==> config.mk <==
export PLATFORM = sky130hd
export DESIGN_NAME = nos_dac_receiver_flat
export DESIGN_NICKNAME = d
export VERILOG_FILES = /design/src/rtl/nos_dac_receiver_if.sv /design/src/rtl/nos_dac_receiver.sv /design/src/flat_wrapper.sv
export SDC_FILE = /design/constraint.sdc
export NUM_CORES = 1
export LEC_CHECK = 0
export BUFFER_PORTS_ARGS = -buffer_cell sky130_fd_sc_hd__buf_4
export CORE_MARGIN = 4
export CORE_UTILIZATION = 58
export CTS_CLUSTER_DIAMETER = 200
export DETAILED_ROUTE_END_ITERATION = 16
export GPL_TIMING_DRIVEN = 0
export HOLD_SLACK_MARGIN = 0.1
export PLACE_DENSITY = 0.9
export SYNTH_ARGS = -nofsm -noshare
export SYNTH_HDL_FRONTEND = slang
export SYNTH_SLANG_ARGS = --single-unit
==> constraint.sdc <==
create_clock -name clk -period 3.7 [get_ports clk]
set_input_delay 0.555 -clock clk [delete_from_list [all_inputs] [get_ports clk]]
set_output_delay 0.555 -clock clk [all_outputs]
set_load 0.02 [all_outputs]
==> src/rtl/nos_dac_receiver_if.sv <==
// Stream-side bundle for nos_dac_receiver: serial NOS lines in, stereo word out.
// NOS_RX_STAT_EN adds the err_cnt status output.
interface nos_dac_receiver_if #(
  parameter int I2S_BITS = 32
);
  logic                    bck;
  logic                    data_l;
  logic                    data_r;
  logic                    le;
  logic [5:0]              data_bits;
  logic [2*I2S_BITS-1:0]   data;
  logic                    valid;
  logic [6:0]              frame_bcks;
  logic                    short_frame;
`ifdef NOS_RX_STAT_EN
  logic [15:0]             err_cnt;

  modport master (output bck, data_l, data_r, le, data_bits,
                  input  data, valid, frame_bcks, short_frame, err_cnt);
  modport slave  (input  bck, data_l, data_r, le, data_bits,
                  output data, valid, frame_bcks, short_frame, err_cnt);
`else
  modport master (output bck, data_l, data_r, le, data_bits,
                  input  data, valid, frame_bcks, short_frame);
  modport slave  (input  bck, data_l, data_r, le, data_bits,
                  output data, valid, frame_bcks, short_frame);
`endif
endinterface

==> src/rtl/nos_dac_receiver.sv <==
// Oversampling NOS serial receiver: deserializes L/R per le rise into a sign-extended stereo word.
// Optional NOS_RX_STAT_EN adds a saturating short-frame error counter (err_cnt).
module nos_dac_receiver #(
  parameter int I2S_BITS = 32
) (
  input  logic               clk,
  input  logic               reset,
  nos_dac_receiver_if.slave  bus
);
  localparam int W  = I2S_BITS;
  localparam int IW = $clog2(W);

  typedef enum logic {SYNC, RUN} state_t;

  state_t           r_state;
  logic [2:0]       r_bck_s, r_le_s;
  logic [1:0]       r_dl_s, r_dr_s;
  logic             r_dl, r_dr;
  logic             r_bck_rise, r_le_rise;
  logic [W-1:0]     r_sl, r_sr;
  logic [6:0]       r_cnt;
  logic [2*W-1:0]   r_data;
  logic             r_valid;
  logic [6:0]       r_frame_bcks;
  logic             r_short;

  logic [W-1:0]     w_sl_nxt, w_sr_nxt, w_ext_l, w_ext_r;
  logic [6:0]       w_cnt_nxt;
  logic [5:0]       w_nbits;
  logic [IW-1:0]    w_msb;
  logic             w_short;

  // Data lines take the same two-stage path as bck so they line up with the registered rise.
  always_ff @(posedge clk) begin
    if (reset) begin
      r_bck_s    <= '0;
      r_le_s     <= '0;
      r_dl_s     <= '0;
      r_dr_s     <= '0;
      r_dl       <= 1'b0;
      r_dr       <= 1'b0;
      r_bck_rise <= 1'b0;
      r_le_rise  <= 1'b0;
    end else begin
      r_bck_s    <= {r_bck_s[1:0], bus.bck};
      r_le_s     <= {r_le_s[1:0], bus.le};
      r_dl_s     <= {r_dl_s[0], bus.data_l};
      r_dr_s     <= {r_dr_s[0], bus.data_r};
      r_dl       <= r_dl_s[1];
      r_dr       <= r_dr_s[1];
      r_bck_rise <= r_bck_s[1] & ~r_bck_s[2];
      r_le_rise  <= r_le_s[1] & ~r_le_s[2];
    end
  end

  always_comb begin
    w_sl_nxt  = r_bck_rise ? {r_sl[W-2:0], r_dl} : r_sl;
    w_sr_nxt  = r_bck_rise ? {r_sr[W-2:0], r_dr} : r_sr;
    w_cnt_nxt = (r_bck_rise && r_cnt != 7'd127) ? r_cnt + 7'd1 : r_cnt;
    if (bus.data_bits < 6'd16)
      w_nbits = 6'd16;
    else if (bus.data_bits > 6'(W))
      w_nbits = 6'(W);
    else
      w_nbits = bus.data_bits;
    w_msb   = IW'(w_nbits - 6'd1);
    w_short = w_cnt_nxt < {1'b0, w_nbits};
    w_ext_l = '0;
    w_ext_r = '0;
    for (int i = 0; i < W; i++) begin
      w_ext_l[i] = (i < int'(w_nbits)) ? w_sl_nxt[i] : w_sl_nxt[w_msb];
      w_ext_r[i] = (i < int'(w_nbits)) ? w_sr_nxt[i] : w_sr_nxt[w_msb];
    end
  end

`ifdef NOS_RX_STAT_EN
  logic [15:0] r_err_cnt;
  always_ff @(posedge clk) begin
    if (reset)
      r_err_cnt <= '0;
    else if (r_le_rise && r_state == RUN && w_short && r_err_cnt != 16'hFFFF)
      r_err_cnt <= r_err_cnt + 16'd1;
  end
  assign bus.err_cnt = r_err_cnt;
`endif

  // A bck rise coincident with le is shifted and counted before the frame closes.
  always_ff @(posedge clk) begin
    if (reset) begin
      r_state      <= SYNC;
      r_sl         <= '0;
      r_sr         <= '0;
      r_cnt        <= '0;
      r_data       <= '0;
      r_valid      <= 1'b0;
      r_frame_bcks <= '0;
      r_short      <= 1'b0;
    end else begin
      r_valid <= 1'b0;
      if (r_bck_rise) begin
        r_sl  <= w_sl_nxt;
        r_sr  <= w_sr_nxt;
        r_cnt <= w_cnt_nxt;
      end
      if (r_le_rise) begin
        r_cnt <= '0;
        case (r_state)
          SYNC: begin
            r_sl    <= '0;
            r_sr    <= '0;
            r_state <= RUN;
          end
          RUN: begin
            r_data       <= {w_ext_l, w_ext_r};
            r_frame_bcks <= w_cnt_nxt;
            r_short      <= w_short;
            r_valid      <= 1'b1;
          end
          default: r_state <= SYNC;
        endcase
      end
    end
  end

  assign bus.data        = r_data;
  assign bus.valid       = r_valid;
  assign bus.frame_bcks  = r_frame_bcks;
  assign bus.short_frame = r_short;
endmodule

==> src/flat_wrapper.sv <==
// flat-port wrapper written by rule: the top's interface ports become plain ports
module nos_dac_receiver_flat 
#(
  parameter int I2S_BITS = 32
)
  (clk, reset, bus_bck, bus_data_l, bus_data_r, bus_le, bus_data_bits, bus_data, bus_valid, bus_frame_bcks, bus_short_frame);
  nos_dac_receiver_if #(.I2S_BITS(I2S_BITS)) bus_i ();
  input  logic clk;
  input  logic reset;
  input wire logic [$bits(bus_i.bck)-1:0] bus_bck;
  input wire logic [$bits(bus_i.data_l)-1:0] bus_data_l;
  input wire logic [$bits(bus_i.data_r)-1:0] bus_data_r;
  input wire logic [$bits(bus_i.le)-1:0] bus_le;
  input wire logic [$bits(bus_i.data_bits)-1:0] bus_data_bits;
  output wire logic [$bits(bus_i.data)-1:0] bus_data;
  output wire logic [$bits(bus_i.valid)-1:0] bus_valid;
  output wire logic [$bits(bus_i.frame_bcks)-1:0] bus_frame_bcks;
  output wire logic [$bits(bus_i.short_frame)-1:0] bus_short_frame;
  assign bus_i.bck = bus_bck;
  assign bus_i.data_l = bus_data_l;
  assign bus_i.data_r = bus_data_r;
  assign bus_i.le = bus_le;
  assign bus_i.data_bits = bus_data_bits;
  assign bus_data = bus_i.data;
  assign bus_valid = bus_i.valid;
  assign bus_frame_bcks = bus_i.frame_bcks;
  assign bus_short_frame = bus_i.short_frame;
  nos_dac_receiver #(.I2S_BITS(I2S_BITS)) u_core (.clk(clk), .reset(reset), .bus(bus_i));
endmodule
After elaboration in Yosys (flattened, before gate mapping)

Index checks and enable logic that the tools add are counted.

Mux-type cells: 80
Add/subtract/negate cells: 2
Order comparisons: 36
Eq/ne operators: 1
Bitwise logic cells: 5
Reductions and logical operators: 4

Operator list:

| operator                                                                      | number |
|---|---|
| 32-bit two-way mux                                                            | 8 |
| 5-bit by 6-bit less-than comparator with 1-bit output (first input constant)  | 16 |
| 1-bit two-way mux                                                             | 67 |
| 4-bit by 6-bit less-than comparator with 1-bit output (first input constant)  | 8 |
| 3-bit by 6-bit less-than comparator with 1-bit output (first input constant)  | 4 |
| 1-bit by 6-bit less-than comparator with 1-bit output (first input constant)  | 2 |
| 2-bit by 6-bit less-than comparator with 1-bit output (first input constant)  | 2 |
| 6-bit two-way mux                                                             | 2 |
| 1-bit binary-select mux with 5-bit select                                     | 2 |
| 7-bit by 1-bit adder with 7-bit output (second input constant)                | 1 |
| 7-bit by 6-bit less-than comparator with 1-bit output                         | 1 |
| 7-bit two-way mux                                                             | 1 |
| 7-bit inequality test (second input constant)                                 | 1 |
| 6-bit > comparator (second input constant)                                    | 1 |
| 5-bit by 6-bit less-than comparator with 1-bit output (second input constant) | 1 |
| 6-bit by 5-bit less-than comparator with 1-bit output (second input constant) | 1 |
| 5-bit by 1-bit subtractor with 5-bit output (second input constant)           | 1 |
| 2-bit OR reduction                                                            | 2 |
| 1-bit inverter                                                                | 3 |
| 1-bit bitwise AND                                                             | 2 |
| 2-bit AND reduction                                                           | 1 |
| 1-bit logical AND                                                             | 1 |

Bits in registers: 159
Output and inout port bits: 73
Word-level logic and storage cells: 144

Longest topological paths before layout

Gate-level depths: netlist of the first run.

Depth after elaboration: 7
Depth in mapped cells: 14

Worst setup path before layout of the first run

OpenSTA, ideal clock, no wires.

Kind: input to register
Start: input port bus_data_bits[0]
End: register u_core.r_data[53] (netlist: u_core.bus.data[53])
Buffers on the path: 4
Path slack: 0.565 ns
Library setup time: 0.124 ns
Cell stages on the path: 14
Arrival: 3.011 ns
Path through: and3b_1 > buf_6 > inv_2 > buf_6 > buf_6 > ha_1 > xor2_2 > nor2_1 > a32oi_1 > a31oi_1 > o21a_1 > a311oi_2 > buf_4 > o21ai_0

Word-level cells in the longest chain between the ends: 7
Elaborated cells on any way between the ends: 9
Those cells by class: 1 x add/sub; 3 x order compare; 5 x mux

Ends and longest elaborated chain:

| element                                     | RTL line                | RTL |
|---|---|---|
| start: declaration                          | flat_wrapper.sv:14      | `input wire logic [$bits(bus_i.data_bits)-1:0] bus_data_bits;` |
| 6-bit > comparator                          | nos_dac_receiver.sv:62  | `else if (bus.data_bits > 6'(W))` |
| 6-bit two-way mux                           | nos_dac_receiver.sv:62  |  |
| 6-bit two-way mux (*)                       | nos_dac_receiver.sv:60  | `if (bus.data_bits < 6'd16)` |
| 5-bit by 1-bit subtractor with 5-bit output | nos_dac_receiver.sv:66  | `w_msb = IW'(w_nbits - 6'd1);` |
| 1-bit binary-select mux with 5-bit select   | nos_dac_receiver.sv:71  | `w_ext_l[i] = (i < int'(w_nbits)) ? w_sl_nxt[i] : w_sl_nxt[w_msb];` |
| 1-bit two-way mux (implied by the code)     | nos_dac_receiver.sv:71  |  |
| 1-bit two-way mux (*)                       | nos_dac_receiver.sv:71  |  |
| end signal: assignment                      | nos_dac_receiver.sv:114 | `r_data <= {w_ext_l, w_ext_r};` |
| end: declaration                            | nos_dac_receiver.sv:22  | `logic [2*W-1:0] r_data;` |

Every way passes the cells marked *; elsewhere a longest branch is shown, timed or not. The select of a mux whose other input is x is not followed.
A chain may end at the register's enable or synchronous reset.

Worst setup path in the final report of the first run

Start: input port bus_data_bits[5]
End: register u_core.r_data[61] (netlist: u_core.bus.data[61])

The elaborated chain is that of the path after synthesis.

==> results by group, run 1 <==
Run status
  • Status: completed

Detailed routing
  • Avg WL per Cell: around 18 um
  • Routed vias: approximately 6000
  • Vias per cell: around 6
  • Pre-antenna DRT Iters: 6
  • DRC Markers: 0
  • DRT Wirelength: ~19 mm
  • Post-route ant nets: 0
  • DR iter-0 viols: between 500 and 600

STA
  • Actual slew at the worst max-slew pin: about 0.73 ns
  • Smallest setup slack after layout: between 0.1 and 0.15 ns
  • Final Hold Viols: 0
  • Layout Skew: around 0.0063 ns
  • Rel. slew slack: between 50% and 60%
  • # setup viols final: 0
  • Tcrit/Tclk final: between 90% and 100%
  • Post-layout min period: between 3 and 4 ns
  • Max-slew violations: 0
  • Setup TNS Final: 0 ns
  • RSZ-0062 raised after global routing: no
  • Peak Freq: around 280 MHz

Place
  • Port buffer count: 83
  • GPL Wtd Cong: about 0.94
  • DP HPWL: about 13 mm
  • Placed instance count: slightly below 1000
  • Setup WS pre-CTS: -0.369 ns

Cells and area
  • Share of cells above drive strength 1: around 17%
  • Synth-to-Final Area Change: 20.3%
  • Non-Filler Instances: 1022
  • Layout net count: slightly below 900
  • Final Util: a little under three quarters
  • Antenna diodes: 0

Power
  • Leakage power: 0.00317 uW
  • Final total power: ~3600 uW
  • Cell area power density: 442 mW/mm^2
  • Max VDD drop: roughly 0.3 mV

Yosys
  • Syn_nets: 786
  • Post-synth EDFFs: 0
  • YS warnings: 0
  • #FFs+latches synth: about 160
  • Asr flop ratio synth: 0%
  • Top cells by area, synth: dfxtp_1, mux2i_1, nor2_1
  • Synth unique cells: slightly above 50
  • Sequential area share after synthesis: between 40% and 50%
  • Post-synth top area cell: dfxtp_1
  • Cell count after synthesis: about 770
  • Mapped cell area: around 0.0069 sq mm
  • Most frequent cells after synthesis: dfxtp_1, nor2_1, mux2i_1, nand2_1, o21ai_0
  • Synth top area share: 46.4%
  • Avg Cell Area, Syn: between 8 and 9 sq um
  • Most instantiated library cell after synthesis: dfxtp_1
  • Top FF cell, synth: dfxtp_1

Worst setup path
  • Required time of the critical path: 4.00 ns
  • Setup crit start kind: input port
  • Max FO, Critical Path: 10
  • CP endpoint kind: register
  • WS Path Type: in2reg
  • Critical Path AT: slightly below 4 ns

Clocking
  • Clk_lat worst skew: roughly 0.43 ns
  • CTS Hold Buffers Added: 0
  • CTS tree: yes
  • TritonCTS buffer count: 17
  • Clk slew on worst S/H paths: about 0.060 ns
  • CTS Root Cell: clkbuf_16
  • H-tree lvl count: 4
  • Clock Path Buffers: 2
  • Clk sink count: 159

Global routing
  • Initial antenna violation count: 0
  • GR met2 Demand/Resource: 44.2%
  • First-pass GRT wire length: ~30 mm
  • GR Util met3: approximately 6.8%
  • Met1 usage: 37.2%
  • Overall Global Routing Usage: between 20 and 30%
  • Largest net degree at the start of global routing: 17
  • Grt peak-use layer: met2
  • Number of global-route vias before repair: a little under 6000
  • GR Overflow Total: 0

Die
  • Initial Utilization: 59.6%
  • Die Y: 117 um
  • Die width: approximately 120 um
  • Site row count: 39
  • IO Count: 85
  • Die Footprint: 0.0136 sq mm
  • Area of the core: about 0.012 sq mm

Min path
  • HP Class: in2reg

Run
  • Max_cap viols: 0
-- what timing repair did --
item	4_1_cts	5_1_grt
setup endpoints to repair	0	13
resized for setup	0	3
setup buffers	0	0
endpoints found under the hold margin	0	0
-- flip-flops by register name, indices dropped and copies added (netlist names) --
signal / cells
u_core.bus.data: 64
u_core.r_sl: 32
u_core.r_sr: 32
u_core.bus.frame_bcks: 7
u_core.r_cnt: 7
u_core.r_bck_s: 3
u_core.r_le_s: 3
u_core.r_dl_s: 2
u_core.r_dr_s: 2
u_core.bus.short_frame: 1
u_core.bus.valid: 1
u_core.r_bck_rise: 1
u_core.r_dl: 1
u_core.r_dr: 1
u_core.r_le_rise: 1
u_core.r_state: 1
-- area by class of cell --
cell class / instances / area, sq um
Inverter: 10 / 37.5
Clock inverter: 12 / 113
Fill cell: 862 / 3260
Buffer: 55 / 293
Clock buffer: 19 / 453
Multi-Input combinational cell: 541 / 3370
Tap cell: 143 / 179
Sequential cell: 159 / 3180
Timing Repair Buffer: 83 / 623
-- critical path, stage by stage --
cell and delay (ns):
buf_4 0.12, and3b_1 0.26, buf_6 0.18, buf_6 0.18, buf_2 0.28, ha_1 0.30
clkbuf_1 0.41, nor2_1 0.20, a32oi_1 0.30, a31oi_1 0.13, o21a_1 0.17, a311oi_4 0.41
buf_4 0.25, o21ai_0 0.12
-- cell families after synthesis --
family / count (synthesis) / share of synthesized area [%]
and+or+nand+nor: 272 / 17.4
AOI/OAI and AO/OA: 167 / 15.5
DFF: 159 / 46.4
muxes: 85 / 13.1
buffers and inverters: 65 / 4.82
adders and majority gates: 9 / 1.64
xor gates and xnor gates: 8 / 1.13
-- metrics by stage --
stage	area (sq um)	hold slack [ns]
6_report	8250	0.334
5_1_grt	8250	0.337
2_1_floorplan	6860	0.367
3_3_place_gp	7660	0.371
3_5_place_dp	7660	0.381
4_1_cts	8230	0.328
-- metal layers --
layer | share of wire (%) | wire length (um)
met4 | 3.0 | 557
met5 | 0 | 0
met2 | 46 | 8570
met3 | 8.2 | 1530
met1 | 43 | 7890
-- where the power goes --
group	internal (uW)	switching (uW)	leakage, uW
Combinational	81.2	165	0.00163
Clock	959	719	0.000264
Sequential	1720	4.04	0.00128
Total	2760	888	0.00317
-- path summary, 6_finish.rpt --
check | from | end | slack [ns] | cells after the start
setup / recovery | bus_data_bits[5] | u_core.bus.data[61]$_SDFFE_PP0P_ | 0.11 | 14
hold / removal | bus_data_r | u_core.r_dr_s[0]$_SDFF_PP0_ | 0.33 | 2
setup reg to reg | u_core.r_bck_rise$_SDFF_PP0_ | u_core.bus.short_frame$_SDFFE_PP0P_ | 0.35 | 13
hold reg to reg | u_core.r_bck_s[2]$_SDFF_PP0_ | u_core.r_bck_rise$_SDFF_PP0_ | 0.39 | 1
-- cells in the final DEF, fill, tap and decap left out, types with 4 or more instances in the layout --
master and count:
and2_1 10, ha_1 9, a211oi_1 45, a21oi_1 23, buf_2 8, nor2_1 139
buf_4 87, and3_1 6, mux2i_1 75, o21ai_0 53, dfxtp_1 159, xnor2_1 4
inv_1 9, nor3_1 18, nor2b_1 21, clkinvlp_4 5, nand3_1 9, nand2_1 58
buf_6 6, clkbuf_16 17, clkbuf_1 30, buf_1 6, mux2_2 7, a31oi_1 24
Power figures use the tool's default switching activity.
==> run 2: changes to the inputs <==
- CTS_BUF_LIST: unset -> sky130_fd_sc_hd__clkbuf_16
==> results by group, run 2 (synthesized netlist as in run 1, its figures left out) <==
Worst setup path
  • WS Path Type: in2reg
  • Critical Path AT: 3.92 ns
  • Crit-path max cell delay: ~0.42 ns
  • Max FO, Critical Path: 10
  • Largest delay share family, worst path: buffers and inverters
  • Critical Path Slowest Stage Cell: clkbuf_1
  • Worst path cell trace: buf_4 -> and3b_1 -> buf_6 -> buf_6 -> buf_2 -> ha_1 -> clkbuf_1 -> nor2_1 -> a32oi_1 -> a31oi_1 -> o21a_1 -> a311oi_4 -> buf_4 -> o21ai_0
  • Setup crit start kind: input port
  • Required time of the critical path: ~4.0 ns
  • CP Buf/Inv Count: 6
  • CP endpoint kind: register

Global routing
  • Number of global-route vias before repair: around 6000
  • GR met2 Demand/Resource: 44.4%
  • First-pass GRT wire length: a little under 30 mm
  • Grt peak-use layer: met2
  • GR Overflow Total: 0
  • Largest net degree at the start of global routing: 17
  • Initial antenna violation count: 0
  • GR Util met3: 7.20%
  • Met1 usage: between 30% and 40%
  • Overall Global Routing Usage: ~28%

Die
  • Die width: between 100 and 150 um
  • Die Footprint: 0.0136 sq mm
  • Site row count: 39
  • Die Y: 117 um
  • Area of the core: about 0.012 sq mm
  • Initial Utilization: approximately three fifths
  • IO Count: between 80 and 90

Clocking
  • CTS Root Cell: clkbuf_16
  • Clock Path Buffers: 2
  • TritonCTS buffer count: 17
  • H-tree lvl count: 4
  • CTS tree: yes
  • CTS Hold Buffers Added: 0
  • Clk sink count: around 160
  • # resized after CTS: 0
  • Setup bufs post-CTS: 0
  • Clk slew on worst S/H paths: 0.06 ns
  • Clk_lat worst skew: between 0.4 and 0.5 ns

Run status
  • Status: completed

Detailed routing
  • Post-route ant nets: 0
  • Pre-antenna DRT Iters: 6
  • DR iter-0 viols: 619
  • DRT Wirelength: between 15 and 20 mm
  • Avg WL per Cell: around 18 um
  • DRC Markers: 0
  • Routed vias: approximately 6200
  • Vias per cell: between 6 and 7

Place
  • Placed instance count: 991
  • GPL Wtd Cong: 0.944
  • DP HPWL: 13.0 mm
  • Port buffer count: 83

Power
  • Cell area power density: approximately 440 mW/mm^2
  • Leakage power: 0.00316 uW
  • Max VDD drop: 0.295 mV

Cells and area
  • Antenna diodes: 0
  • Layout net count: approximately 900
  • Most common cell after layout, fill and taps aside: dfxtp_1
  • Reg area: 0.00318 sq mm
  • Share of cells above drive strength 1: 16.8%
  • Fill count: 869
  • Synth-to-Final Area Change: 20.0%
  • Most frequent cells in the layout: dfxtp_1, nor2_1, buf_4
  • Non-Filler Instances: between 1000 and 1500
  • Largest register FFs: 64
  • Multi-input logic area: ~0.0034 sq mm

STA
  • RSZ-0062 raised after global routing: no
  • Layout Skew: 0.00777 ns
  • Rel. slew slack: approximately 53%
  • Peak Freq: 276 MHz
  • Final Hold Viols: 0
  • Setup TNS Final: 0 ns
  • Max-slew violations: 0
  • Post-layout min period: about 3.6 ns
  • Tcrit/Tclk final: between 90% and 100%
  • # setup viols final: 0
  • Actual slew at the worst max-slew pin: 0.709 ns

Min path
  • HP Class: in2reg

Run
  • Max_cap viols: 0
run 2: worst reg2reg max path, cell delays in order, from the launching register on:
cell	delay [ns]
dfxtp_1	0.32
buf_4	0.17
buf_4	0.23
buf_4	0.24
buf_2	0.28
a21boi_2	0.35
and4_1	0.27
nand3_1	0.11
xor2_1	0.31
inv_1	0.10
ha_1	0.31
nor2b_1	0.14
nor4b_1	0.29
a22o_1	0.18
run 2: layout make-up:
cell class / count / share of cell area (%)
sequential: 159 / 38.7
buffer: 55 / 3.56
inverter: 10 / 0.456
timing repair buffer: 83 / 7.57
tap: 143 / 2.17
clock inverter: 14 / 1.46
multi-input combinational: 541 / 40.9
clock buffer: 17 / 5.17
run 2: final timing paths:
| kind | startpoint | end | slack [ns] | cells after the start |
|---|---|---|---|---|
| setup / recovery | bus_data_bits[5] | u_core.bus.data[61]$_SDFFE_PP0P_ | 0.08 | 14 |
| hold / removal | bus_data_r | u_core.r_dr_s[0]$_SDFF_PP0_ | 0.34 | 2 |
| setup reg to reg | u_core.r_bck_rise$_SDFF_PP0_ | u_core.bus.short_frame$_SDFFE_PP0P_ | 0.34 | 13 |
| hold reg to reg | u_core.r_bck_s[2]$_SDFF_PP0_ | u_core.r_bck_rise$_SDFF_PP0_ | 0.39 | 1 |
run 2: metrics by stage:
step                area, sq um  hold WS (ns)  total power, uW  setup WS, ns  util (%)
global placement           7660         0.371             1990        -0.298      66.5
global route               8230         0.336             3700        0.0339      71.5
finish                     8230         0.340             3600        0.0793      71.5
detailed placement         7660         0.381             2000        -0.369      66.5
CTS                        8210         0.330             3590        0.0135      71.3
floorplan                  6860         0.367             1930         0.565         -
run 2: power by group:
group          internal, uW  switching [uW]  total, uW
sequential             1720            4.02       1730
combinational          81.2             165        246
clock                   917             709       1630
total                  2720             877       3600
run 2: per-layer routing:
layer / wire length [um] / up-vias
li1: - / 2894
met2: 8440 / 329
met5: 0 / -
met3: 1540 / 84
met4: 659 / 0
met1: 7760 / 2915
